[src/rtl/sseg_scan_mux.sv]
// Time-multiplexed seven-segment scanner with dp, blank, blink, PWM dimming and per-slot dead time.
// Outputs are registered one clk after counter state; no backpressure, en=0 freezes counters and blanks.
module sseg_scan_mux #(
  parameter int NUM_DIGITS     = 4,
  parameter int TICK_DIV       = 50000,
  parameter int BLINK_W        = 24,
  parameter int AN_ACTIVE_LOW  = 1,
  parameter int SEG_ACTIVE_LOW = 1,
  localparam int IW = (NUM_DIGITS > 1) ? $clog2(NUM_DIGITS) : 1
) (
  input  logic                    clk,
  input  logic                    reset,
  input  logic                    en,
  input  logic [7*NUM_DIGITS-1:0] seg_in,
  input  logic [NUM_DIGITS-1:0]   dp_in,
  input  logic [NUM_DIGITS-1:0]   blank_in,
  input  logic [NUM_DIGITS-1:0]   blink_in,
  input  logic [3:0]              brightness,
  output logic [NUM_DIGITS-1:0]   an,
  output logic [6:0]              sseg,
  output logic                    dp,
  output logic [IW-1:0]           digit_idx,
  output logic                    frame_tick
);

  localparam int PW = $clog2(TICK_DIV);
  localparam logic AN_OFF  = (AN_ACTIVE_LOW != 0);
  localparam logic SEG_OFF = (SEG_ACTIVE_LOW != 0);

  logic [PW-1:0]      presc;
  logic [IW-1:0]      idx;
  logic [3:0]         pwm_cnt;
  logic [BLINK_W-1:0] blink_cnt;
  logic               presc_wrap;
  logic               idx_wrap;

  assign presc_wrap = (presc == PW'(TICK_DIV - 1));
  assign idx_wrap   = (idx == IW'(NUM_DIGITS - 1));
  assign digit_idx  = idx;

  always_ff @(posedge clk or posedge reset) begin
    if (reset) begin
      presc      <= '0;
      idx        <= '0;
      pwm_cnt    <= '0;
      blink_cnt  <= '0;
      frame_tick <= 1'b0;
    end else begin
      frame_tick <= en & presc_wrap & idx_wrap;
      if (en) begin
        pwm_cnt   <= pwm_cnt + 4'd1;
        blink_cnt <= blink_cnt + 1'b1;
        if (presc_wrap) begin
          presc <= '0;
          idx   <= idx_wrap ? '0 : idx + 1'b1;
        end else begin
          presc <= presc + 1'b1;
        end
      end
    end
  end

  logic [6:0]            seg_sel;
  logic                  dp_sel;
  logic                  blank_sel;
  logic                  blink_sel;
  logic                  pwm_on;
  logic                  lit;
  logic [NUM_DIGITS-1:0] an_nxt;
  logic [6:0]            sseg_nxt;
  logic                  dp_nxt;

  // Explicit mux keeps non-power-of-2 digit counts from indexing past the bus.
  always_comb begin
    seg_sel   = 7'h00;
    dp_sel    = 1'b0;
    blank_sel = 1'b0;
    blink_sel = 1'b0;
    for (int k = 0; k < NUM_DIGITS; k++) begin
      if (idx == IW'(k)) begin
        seg_sel   = seg_in[7*k +: 7];
        dp_sel    = dp_in[k];
        blank_sel = blank_in[k];
        blink_sel = blink_in[k];
      end
    end
  end

  always_comb begin
    pwm_on = (brightness == 4'hF) || (pwm_cnt < brightness);
    lit    = en && (presc != '0) && pwm_on && !blank_sel &&
             !(blink_sel && blink_cnt[BLINK_W-1]);
    an_nxt   = {NUM_DIGITS{AN_OFF}};
    sseg_nxt = {7{SEG_OFF}};
    dp_nxt   = SEG_OFF;
    if (lit) begin
      an_nxt   = (NUM_DIGITS'(1) << idx) ^ {NUM_DIGITS{AN_OFF}};
      sseg_nxt = seg_sel ^ {7{SEG_OFF}};
      dp_nxt   = dp_sel ^ SEG_OFF;
    end
  end

  always_ff @(posedge clk or posedge reset) begin
    if (reset) begin
      an   <= {NUM_DIGITS{AN_OFF}};
      sseg <= {7{SEG_OFF}};
      dp   <= SEG_OFF;
    end else begin
      an   <= an_nxt;
      sseg <= sseg_nxt;
      dp   <= dp_nxt;
    end
  end

endmodule

[config.mk]
export PLATFORM = sky130hd
export DESIGN_NAME = sseg_scan_mux
export DESIGN_NICKNAME = d
export VERILOG_FILES = /design/src/rtl/sseg_scan_mux.sv
export SDC_FILE = /design/constraint.sdc
export NUM_CORES = 1
export LEC_CHECK = 0
export CORE_MARGIN = 3
export CORE_UTILIZATION = 51
export DETAILED_ROUTE_END_ITERATION = 8
export GPL_ROUTABILITY_DRIVEN = 0
export PLACE_DENSITY = 0.8
export SLEW_MARGIN = 0
export SYNTH_ARGS = -nofsm -noshare
export SYNTH_HDL_FRONTEND = slang
export SYNTH_SLANG_ARGS = --single-unit
export TNS_END_PERCENT = 10
[constraint.sdc]
create_clock -name clk -period 2.55 [get_ports clk]
set_input_delay 0.6375 -clock clk [delete_from_list [all_inputs] [get_ports clk]]
set_output_delay 0.6375 -clock clk [all_outputs]
set_load 0.1 [all_outputs]
==> results of run 1 <==
==> per-layer routing <==
metal  track usage  routed length (um)
met2         0.357                3210
met5             0                   0
met3        0.0879                 561
met1         0.257                2940
met4        0.0556                  80
==> placed cells by master, fill, tap and decap left out, types with 6 or more instances in the layout <==
master / Yosys / routed
clkdlybuf4s50_1: 0 / 46
dfrtp_1: 47 / 45
buf_4: 0 / 29
nand2_1: 28 / 28
xnor2_1: 25 / 25
nand3_1: 25 / 25
nor2_1: 13 / 13
inv_1: 14 / 13
xor2_1: 12 / 12
dfstp_2: 12 / 12
ha_1: 11 / 11
clkbuf_8: 0 / 11
nand4_1: 10 / 10
nor2b_1: 9 / 9
a221oi_1: 9 / 9
o31ai_1: 8 / 8
and3_1: 7 / 7
and4_1: 6 / 6
o21ai_0: 6 / 6
==> final cells by class <==
cell class / instances / area, um^2 / area share
multi-input combinational: 204 / 1400 / 0.353
sequential: 59 / 1490 / 0.377
clock buffer: 12 / 155 / 0.0392
tap: 72 / 90.1 / 0.0227
clock inverter: 4 / 72.6 / 0.0183
timing repair buffer: 76 / 698 / 0.176
inverter: 14 / 52.6 / 0.0133
==> sequential cells by signal, indices dropped and copies added (netlist names) <==
| signal | cells |
|---|---|
| an | 4 |
| blink_cnt | 24 |
| digit_idx | 2 |
| dp | 1 |
| frame_tick | 1 |
| presc | 16 |
| pwm_cnt | 4 |
| sseg | 7 |
==> how the worst max path moves through the flow <==
stage / startpoint / end / slack [ns] / depth (start not counted)
2_1_floorplan: digit_idx[0] / an[1] / 0.15 / 8
3_3_place_gp: brightness[1] / sseg[2] / 0.18 / 8
3_5_place_dp: brightness[1] / sseg[4] / 0.12 / 8
4_1_cts: presc[0] / an[0] / 0.23 / 6
5_1_grt: presc[0] / sseg[5] / 0.11 / 6
6_report: presc[0] / an[0] / 0.20 / 6
==> critical path: stages (launching register included) <==
cell and delay [ns]:
dfrtp_1 0.40, inv_1 0.12, ha_1 0.17, or4b_2 0.58
nor4_1 0.46, a41oi_1 0.30, nand3_1 0.24
==> logic make-up after synthesis <==
kind of cell	after synthesis	synth area share
simple gates	117	0.210
buf+inv	26	0.0375
compound gates	35	0.0858
xor+xnor	37	0.108
mux	4	0.0158
flops	59	0.497
fa+ha+maj	11	0.0458
==> through the flow <==
| stage | instances | cell area, um^2 | utilization | total power [mW] | hold slack (ns) |
|---|---|---|---|---|---|
| 5_1_grt | 441 | 3960 | 0.706 | 3.09 | 0.493 |
| 3_5_place_dp | 425 | 3730 | 0.666 | 1.97 | 0.459 |
| 2_1_floorplan | 289 | 3010 | - | 1.75 | 0.435 |
| 3_3_place_gp | 425 | 3730 | 0.666 | 1.96 | 0.452 |
| 4_1_cts | 441 | 3960 | 0.706 | 2.95 | 0.471 |
| 6_report | 441 | 3960 | 0.706 | 2.92 | 0.468 |
==> power by group through the flow <==
stage | combinational [mW] | sequential [mW] | clock, mW
2_1_floorplan | 0.361 | 1.39 | 0
4_1_cts | 0.686 | 1.29 | 0.974
6_report | 0.680 | 1.28 | 0.958
5_1_grt | 0.752 | 1.31 | 1.02
3_3_place_gp | 0.662 | 1.29 | 0
3_5_place_dp | 0.675 | 1.30 | 0
==> impl_results.md, run 1 <==
- Status: finished clean
- Final min period: 2.35 ns
- Die Area: 6850 um^2
- Maximum vdd drop: 0.610 mV
- CTS resizes: 0
- CP max FO: 11
- Drt initial violations: 160
- Internal cell power: 2.02 mW
- Hold WC Path Type: flip-flop to flip-flop
- Hold Vio Cnt, Final: 0
- TritonCTS Sinks: 59
- Deepest clock path buffer count: 2
- Die height: 82.7 um
- Hold endpoint: blink_cnt[10]
- Root buffer cell: clkbuf_8
- Synthesized flop and latch total: 59
- Yosys warning total: 0
- Layout cell share with drive strength beyond 1: 0.187
- Via/cell ratio: 5.50
- Synth async-reset ratio: 1.00
- Setup-failing EPs final: 0
- Final slew viol count: 0
- Worst Skew: 0.00959 ns
- Core Box Area: 5610 um^2
- CTS tree: done
- Synth cell count leaders: 47 x dfrtp_1, 28 x nand2_1, 25 x nand3_1, 25 x xnor2_1, 14 x inv_1
- HP Start: blink_cnt[10]
- DRC Markers: 0
- Clk network pwr share: 0.328
- Post-synthesis cell count: 289
- Worst Path Required: 2.81 ns
- First-pass GRT wire length: 10,900 um
- Pre-CTS setup slack: 0.124 ns
- Pin count of the biggest net entering global routing: 30
- Fmax: 426 MHz
- Setup TNS: 0 ns
- Static leakage power: 1.75 nW
- Antenna violations before repair: 0
- Crit path arrival time: 2.61 ns
- Max H-tree Level: 3
- Dominant cell type by area after synthesis: dfrtp_1
- Tcrit/Tclk final: 0.921
- Net count after synthesis: 347
- # fillers: 428
- Sequential cell area fraction in the yosys report: 0.497
- Die X: 82.7 um
- Post-DP HPWL: 4960 um
- Comb power frac: 0.233
- Post-synthesis cell type count: 40
- Avg Cell Area, Syn: 10.4 um^2
- Io pins: 62
- Buffers on Ports: 61
- Clk_lat worst skew: 0.34 ns
- Sw frac: 0.309
- Reg2Reg Launch Point: presc[0]
- RSZ-0062 raised after global routing: no
- Max-cap violation count: 0
- DR vias: 2,425
- CTS clk-pin slew, worst paths: 0.07 ns
- CTS Buf Count: 9
- Relative slew slack: 0.396
- Cell area power density: 738 nW/um^2
- Antenna fix cells: 0
- Seq pwr share: 0.440
- Setup bufs post-CTS: 0
- Sw Pwr: 0.904 mW
- Reg2Reg Depth: 6
- Initial Utilization: 0.535
- ANT nets after route: 0
- Ys flop type: dfrtp_1
- R2R setup slack: 0.20 ns
- Endpoint class of the critical path: flip-flop
- Rows: 27
- Area contributors post-synth: dfrtp_1 39%, dfstp_2 11%, xnor2_1 7.3%
- Synth-to-layout area growth: 31.9%
- All-layer global routing usage: 0.214
- Worst-Margin Slew: 0.895 ns
- Final net count: 422
- EDFF count, synth: 0
- Top-count cell post-synth: dfrtp_1
- Post-Route WL: 6790 um
- GR Overflow Total: 0
- Hold_buf cts: 0
- Hold Path Depth: 1
- Final Worst Setup Slack: 0.202 ns
- CP Class: flip-flop to flip-flop
- Crit start category: flip-flop
- Top-area cell type share of the netlist area: 0.392
- Mapped Area: 3000 um^2
- Reg2reg end: an[0]
- Vias in the first global route: 2,336
- DRT Pass-1 Iters: 4
- Drt wl/cell: 15.4 um
Note: power is estimated with default switching activity, not from simulation.
==> run 2: changes to the inputs <==
- CTS_CLUSTER_SIZE: not set -> 10
==> results of run 2 <==
Same layout as run 1: the final DEF is identical, and so are final timing and power.
